`config.mk`:
```
export PLATFORM = sky130hd
export DESIGN_NAME = hazard_ctrl
export DESIGN_NICKNAME = d
export VERILOG_FILES = /design/src/rtl/hazard_pkg.sv /design/src/rtl/hazard_ctrl_sat_counter.sv /design/src/rtl/hazard_ctrl.sv
export SDC_FILE = /design/constraint.sdc
export NUM_CORES = 1
export LEC_CHECK = 0
export CAP_MARGIN = 5
export CORE_MARGIN = 1.5
export CORE_UTILIZATION = 40
export CTS_CLUSTER_SIZE = 10
export DETAILED_ROUTE_END_ITERATION = 6
export PLACE_DENSITY = 0.71
export REMOVE_ABC_BUFFERS = 1
export SLEW_MARGIN = 10
export SYNTH_ARGS = -nofsm -noshare
export SYNTH_HDL_FRONTEND = slang
export SYNTH_SLANG_ARGS = --single-unit
```
`constraint.sdc`:
```
create_clock -name clk -period 2.95 [get_ports clk]
set_clock_uncertainty 0.1 [all_clocks]
set_input_delay 0.295 -clock clk [delete_from_list [all_inputs] [get_ports clk]]
set_output_delay 0.295 -clock clk [all_outputs]
set_load 0.01 [all_outputs]
```
`src/rtl/hazard_pkg.sv`:
```
// Shared encodings for the pipeline hazard/forwarding controller.
package hazard_pkg;

  localparam logic [1:0] FWD_RF    = 2'b00;
  localparam logic [1:0] FWD_EXMEM = 2'b10;
  localparam logic [1:0] FWD_MEMWB = 2'b01;

  typedef enum logic [1:0] {IDLE, WAIT, DONE} mem_state_e;

endpackage

```
`src/rtl/hazard_ctrl_sat_counter.sv`:
```
// Saturating event counter with synchronous clear (clear wins over increment).
module sat_counter #(
  parameter int CNT_W = 32
) (
  input  logic             clk,
  input  logic             rst_n,
  input  logic             inc,
  input  logic             clr,
  output logic [CNT_W-1:0] cnt
);

  always_ff @(posedge clk or negedge rst_n) begin
    if (!rst_n)                 cnt <= '0;
    else if (clr)               cnt <= '0;
    else if (inc && cnt != '1)  cnt <= cnt + 1'b1;
  end

endmodule

```
`src/rtl/hazard_ctrl.sv`:
```
// Hazard controller: EX operand forwarding, load-use bubble, redirect flush,
// multi-cycle data-memory freeze and stall/flush performance counters.
module hazard_ctrl
  import hazard_pkg::*;
#(
  parameter int REG_AW  = 5,
  parameter int MEM_LAT = 1,
  parameter int CNT_W   = 32
) (
  input  logic              clk,
  input  logic              rst_n,
  input  logic [REG_AW-1:0] id_rs,
  input  logic [REG_AW-1:0] id_rt,
  input  logic              id_uses_rs,
  input  logic              id_uses_rt,
  input  logic [REG_AW-1:0] ex_rs,
  input  logic [REG_AW-1:0] ex_rt,
  input  logic [REG_AW-1:0] ex_wreg,
  input  logic              ex_regwrite,
  input  logic              ex_memread,
  input  logic              ex_redirect,
  input  logic [REG_AW-1:0] mem_wreg,
  input  logic              mem_regwrite,
  input  logic              mem_memread,
  input  logic              mem_memwrite,
  input  logic [REG_AW-1:0] wb_wreg,
  input  logic              wb_regwrite,
  input  logic              perf_clr,
  output logic [1:0]        fwd_a,
  output logic [1:0]        fwd_b,
  output logic              pc_stall,
  output logic              ifid_stall,
  output logic              idex_bubble,
  output logic              ifid_flush,
  output logic              idex_flush,
  output logic              freeze,
  output logic [CNT_W-1:0]  stall_cnt,
  output logic [CNT_W-1:0]  flush_cnt
);

  // Latency is at most 16, so the wait count never exceeds 13.
  localparam logic [3:0] WAIT_INIT = 4'((MEM_LAT > 2) ? MEM_LAT - 3 : 0);

  function automatic logic [1:0] fwd_sel(
    input logic [REG_AW-1:0] src,
    input logic              m_we,
    input logic [REG_AW-1:0] m_wr,
    input logic              w_we,
    input logic [REG_AW-1:0] w_wr
  );
    if (m_we && m_wr != '0 && m_wr == src)      return FWD_EXMEM;
    else if (w_we && w_wr != '0 && w_wr == src) return FWD_MEMWB;
    else                                        return FWD_RF;
  endfunction

  logic       load_use, mem_access, frz;
  mem_state_e state, state_nx;
  logic [3:0] wcnt, wcnt_nx;

  // A load in EX always writes a register, so ex_regwrite adds nothing here.
  logic unused_ex_regwrite;
  assign unused_ex_regwrite = ex_regwrite;

  assign fwd_a = fwd_sel(ex_rs, mem_regwrite, mem_wreg, wb_regwrite, wb_wreg);
  assign fwd_b = fwd_sel(ex_rt, mem_regwrite, mem_wreg, wb_regwrite, wb_wreg);

  assign load_use   = ex_memread && ex_wreg != '0 &&
                      ((id_uses_rs && ex_wreg == id_rs) || (id_uses_rt && ex_wreg == id_rt));
  assign mem_access = mem_memread || mem_memwrite;

  always_ff @(posedge clk or negedge rst_n) begin
    if (!rst_n) begin
      state <= IDLE;
      wcnt  <= '0;
    end else begin
      state <= state_nx;
      wcnt  <= wcnt_nx;
    end
  end

  always_comb begin
    state_nx = state;
    wcnt_nx  = wcnt;
    frz      = 1'b0;
    case (state)
      IDLE: if (mem_access && MEM_LAT > 1) begin
        frz = 1'b1;
        if (MEM_LAT == 2) state_nx = DONE;
        else begin
          state_nx = WAIT;
          wcnt_nx  = WAIT_INIT;
        end
      end
      WAIT: begin
        frz = 1'b1;
        if (wcnt == '0) state_nx = DONE;
        else            wcnt_nx  = wcnt - 1'b1;
      end
      DONE:    state_nx = IDLE;
      default: state_nx = IDLE;
    endcase
  end

  // IDLE raises freeze combinationally, so mask it while reset is held.
  assign freeze = frz & rst_n;

  always_comb begin
    pc_stall    = 1'b0;
    ifid_stall  = 1'b0;
    idex_bubble = 1'b0;
    ifid_flush  = 1'b0;
    idex_flush  = 1'b0;
    if (freeze) begin
      pc_stall   = 1'b1;
      ifid_stall = 1'b1;
    end else if (ex_redirect) begin
      ifid_flush = 1'b1;
      idex_flush = 1'b1;
    end else if (load_use) begin
      pc_stall    = 1'b1;
      ifid_stall  = 1'b1;
      idex_bubble = 1'b1;
    end
  end

  sat_counter #(.CNT_W(CNT_W)) u_stall_cnt (
    .clk(clk), .rst_n(rst_n), .inc(pc_stall), .clr(perf_clr), .cnt(stall_cnt)
  );

  sat_counter #(.CNT_W(CNT_W)) u_flush_cnt (
    .clk(clk), .rst_n(rst_n), .inc(ifid_flush), .clr(perf_clr), .cnt(flush_cnt)
  );

endmodule

```
==> flow_metrics.env, run 1 <==
export IMPL_outcome="complete, no violations"
export IMPL_area_growth_pct=40.0
export IMPL_routabilityCongestion=0.831
export IMPL_max_slew_margin_rel_pct=47.1
export IMPL_drt_iter0_drc=105
export IMPL_final_area_sq_um=5380
export IMPL_ant_nets=0
export IMPL_cts_made_buffers=9
export IMPL_syn_area_sq_um=3840
export IMPL_synth_avg_cell_area_sq_um=8.98
export IMPL_firstDrtPassIters=4
export IMPL_synth_cell_types=45
export IMPL_dieArea_sq_um=10200
export IMPL_synthTopCellsByArea="dfrtp_1 (42%), xor2_1 (8.0%), xnor2_1 (6.6%)"
export IMPL_required_ns=2.56
export IMPL_max_freq_ghz=0.355
export IMPL_insertion_delay_ns=0.34
export IMPL_ios=121
export IMPL_fin_tns_setup_ns=0
export IMPL_final_min_clock_period_ns=2.81
export IMPL_totalWireLength_um=10200
export IMPL_wl_per_cell_um=14.9
export IMPL_ys_seq_elements=64
export IMPL_layout_common_cells="clkdlybuf4s50_1 (113), dfrtp_1 (64), nor2_1 (42), xor2_1 (35), nand4_1 (34)"
export IMPL_drt_vias_per_instance=5.41
export IMPL_cts_buffer_depth=2
export IMPL_slew_viol_final=0
export IMPL_overflow=0
export IMPL_track_usage_pct=21.0
export IMPL_cap_violations=0
export IMPL_synth_top_cell_area_share_pct=41.7
export IMPL_hpwl_um=7560
export IMPL_rows=35
export IMPL_post_cts_setup_buffers=0
export IMPL_antenna_found_initial=0
export IMPL_finalSetupViolations=0
export IMPL_die_h_um=101
export IMPL_ys_seq_area_share_pct=41.7
export IMPL_grt_max_degree=39
export IMPL_cts_tree="yes"
export IMPL_clk_pin_slew_ns=0.07
export IMPL_initial_core_util_pct=41.4
export IMPL_critical_path_max_fanout=2
export IMPL_crit_path_start_kind="primary input"
export IMPL_die_w_um=101
export IMPL_crit_arrival_ns=2.42
export IMPL_yosysTopAreaCell="dfrtp_1"
export IMPL_place_area_sq_um=5180
export IMPL_yosys_warnings=0
export IMPL_vias=3701
export IMPL_cts_sinks=64
export IMPL_synthCells=428
export IMPL_hold_viol_final=0
export IMPL_num_fill_cells=864
export IMPL_vdd_ir_drop_max_mv=0.258
export IMPL_hp_class="in2reg"
export IMPL_nets=600
export IMPL_rsz0062_at_grt="no"
export IMPL_tightest_slew_ns=0.793
export IMPL_cts_root_buffer="clkbuf_8"
export IMPL_drcViolationCount=0
export IMPL_cts_max_level=3
export IMPL_port_buffer_count=116
export IMPL_grt_pass1_wl_um=17200
export IMPL_cp_end_kind="output pin"
export IMPL_final_common_cell="clkdlybuf4s50_1"
export IMPL_n_antenna_cell=0
export IMPL_p_leak_nw=2.04
export IMPL_drive_above_1_share_pct=7.93
export IMPL_grt_pass1_vias=3640
export IMPL_core_area_sq_um=9280
export IMPL_power_density_nw_per_um2=337
export IMPL_worstSetupPathType="in2out"
export IMPL_fin_crit_sh_pct=95.4
## path summary, 6_finish.rpt
| check | depth (start not counted) | slack (ns) | startpoint | end |
|---|---|---|---|---|
| setup / recovery | 6 | 0.14 | mem_wreg[1] | fwd_b[0] |
| hold / removal | 2 | 0.40 | perf_clr | u_stall_cnt.cnt[1]$_DFFE_PN0P_ |
| setup reg to reg | 7 | 0.34 | u_flush_cnt.cnt[0]$_DFFE_PN0P_ | u_flush_cnt.cnt[30]$_DFFE_PN0P_ |
| hold reg to reg | 2 | 0.48 | u_flush_cnt.cnt[1]$_DFFE_PN0P_ | u_flush_cnt.cnt[1]$_DFFE_PN0P_ |
| max in group asynchronous | 3 | 1.63 | rst_n | u_flush_cnt.cnt[9]$_DFFE_PN0P_ |
| min in group asynchronous | 2 | 0.48 | rst_n | u_stall_cnt.cnt[26]$_DFFE_PN0P_ |
## critical path, cell delays in order
cell             delay, ns
clkdlybuf4s50_1       0.42
or4_1                 0.54
o21ai_1               0.19
nor4_1                0.10
nor4_1                0.29
clkdlybuf4s50_1       0.59
## sequential cells by signal (all words and copies together) (netlist names)
register and count:
u_stall_cnt.cnt 32, u_flush_cnt.cnt 32
## power by group
part / internal (mW) / switching (mW)
Clock: 0.408 / 0.330
Combinational: 0.101 / 0.0920
Sequential: 0.880 / 0.00371
## layer usage
layer / GRT usage (%) / wire [um] / up-vias
met2: 35.4 / 5020 / 106
li1: - / - / 1796
met4: 5.13 / 80 / 0
met3: 5.69 / 558 / 8
met5: 0 / 0 / -
met1: 26.8 / 4520 / 1791
## logic make-up (layout without fill, tap and decap cells)
family | count (synthesis) | count (layout) | synth area share (%)
other | 1 | 1 | 0.0975
adder cells (fa/ha/maj) | 2 | 2 | 0.651
buffers and inverters | 24 | 151 | 2.99
AND/OR/NAND/NOR | 210 | 210 | 30.6
flip-flops | 64 | 64 | 41.7
multiplexers | 2 | 2 | 0.553
AO/OA/AOI/OAI | 61 | 61 | 8.92
XOR/XNOR | 64 | 64 | 14.6
## cell usage after synthesis (all sizes together)
cell type  number
dfrtp          64
nor2           42
nand4          36
xor2           35
nand2          31
xnor2          29
a21oi          27
o21ai          22
or3            20
nand3          17
nor3           14
or4            11
buf            10
clkbuf         10
and4            9
nor4            9
and3            8
and2            5
inv             4
o31ai           4
a31oi           3
nor2b           3
ha              2
o31a            2
a311oi          1
conb            1
mux2            1
mux2i           1
nand2b          1
nand3b          1
nand4b          1
nor4b           1
o21ba           1
o22ai           1
or2             1
## metrics by stage
step	setup WS, ns	power (mW)	hold WS [ns]	std cells	utilization, %
finish	0.135	1.81	0.396	684	58.0
global route	0.0345	1.89	0.421	684	58.0
CTS	0.0565	1.84	0.389	684	58.0
detailed placement	0.0565	1.09	0.321	668	55.8
global placement	0.135	1.09	0.317	668	55.8
floorplan	0.317	0.954	-0.101	408	-
## timing repair
item,CTS,global route
resized for setup,0,2
endpoints found under the setup margin,0,2
hold buffers,1,0
endpoints found under the hold margin,32,0
## area by class of cell
class / count / area (sq um) / area share (%)
Clock inverter: 3 / 42.5 / 0.790
Inverter: 4 / 15.0 / 0.279
Sequential cell: 64 / 1600 / 29.8
Timing Repair Buffer: 132 / 1290 / 23.9
Multi-Input combinational cell: 340 / 2130 / 39.5
Clock buffer: 12 / 145 / 2.70
Tap cell: 129 / 161 / 3.00
(Power assumes the default switching activity.)
==> run 2: changes to the inputs <==
--- a/config.mk
+++ b/config.mk
@@ -8,7 +8,7 @@
 export CAP_MARGIN = 5
 export CORE_MARGIN = 1.5
 export CORE_UTILIZATION = 40
-export CTS_CLUSTER_SIZE = 10
+export CTS_CLUSTER_SIZE = 14
 export DETAILED_ROUTE_END_ITERATION = 6
 export PLACE_DENSITY = 0.71
 export REMOVE_ABC_BUFFERS = 1
==> results of run 2 <==
Final layout, timing and power as in run 1 (identical DEF).
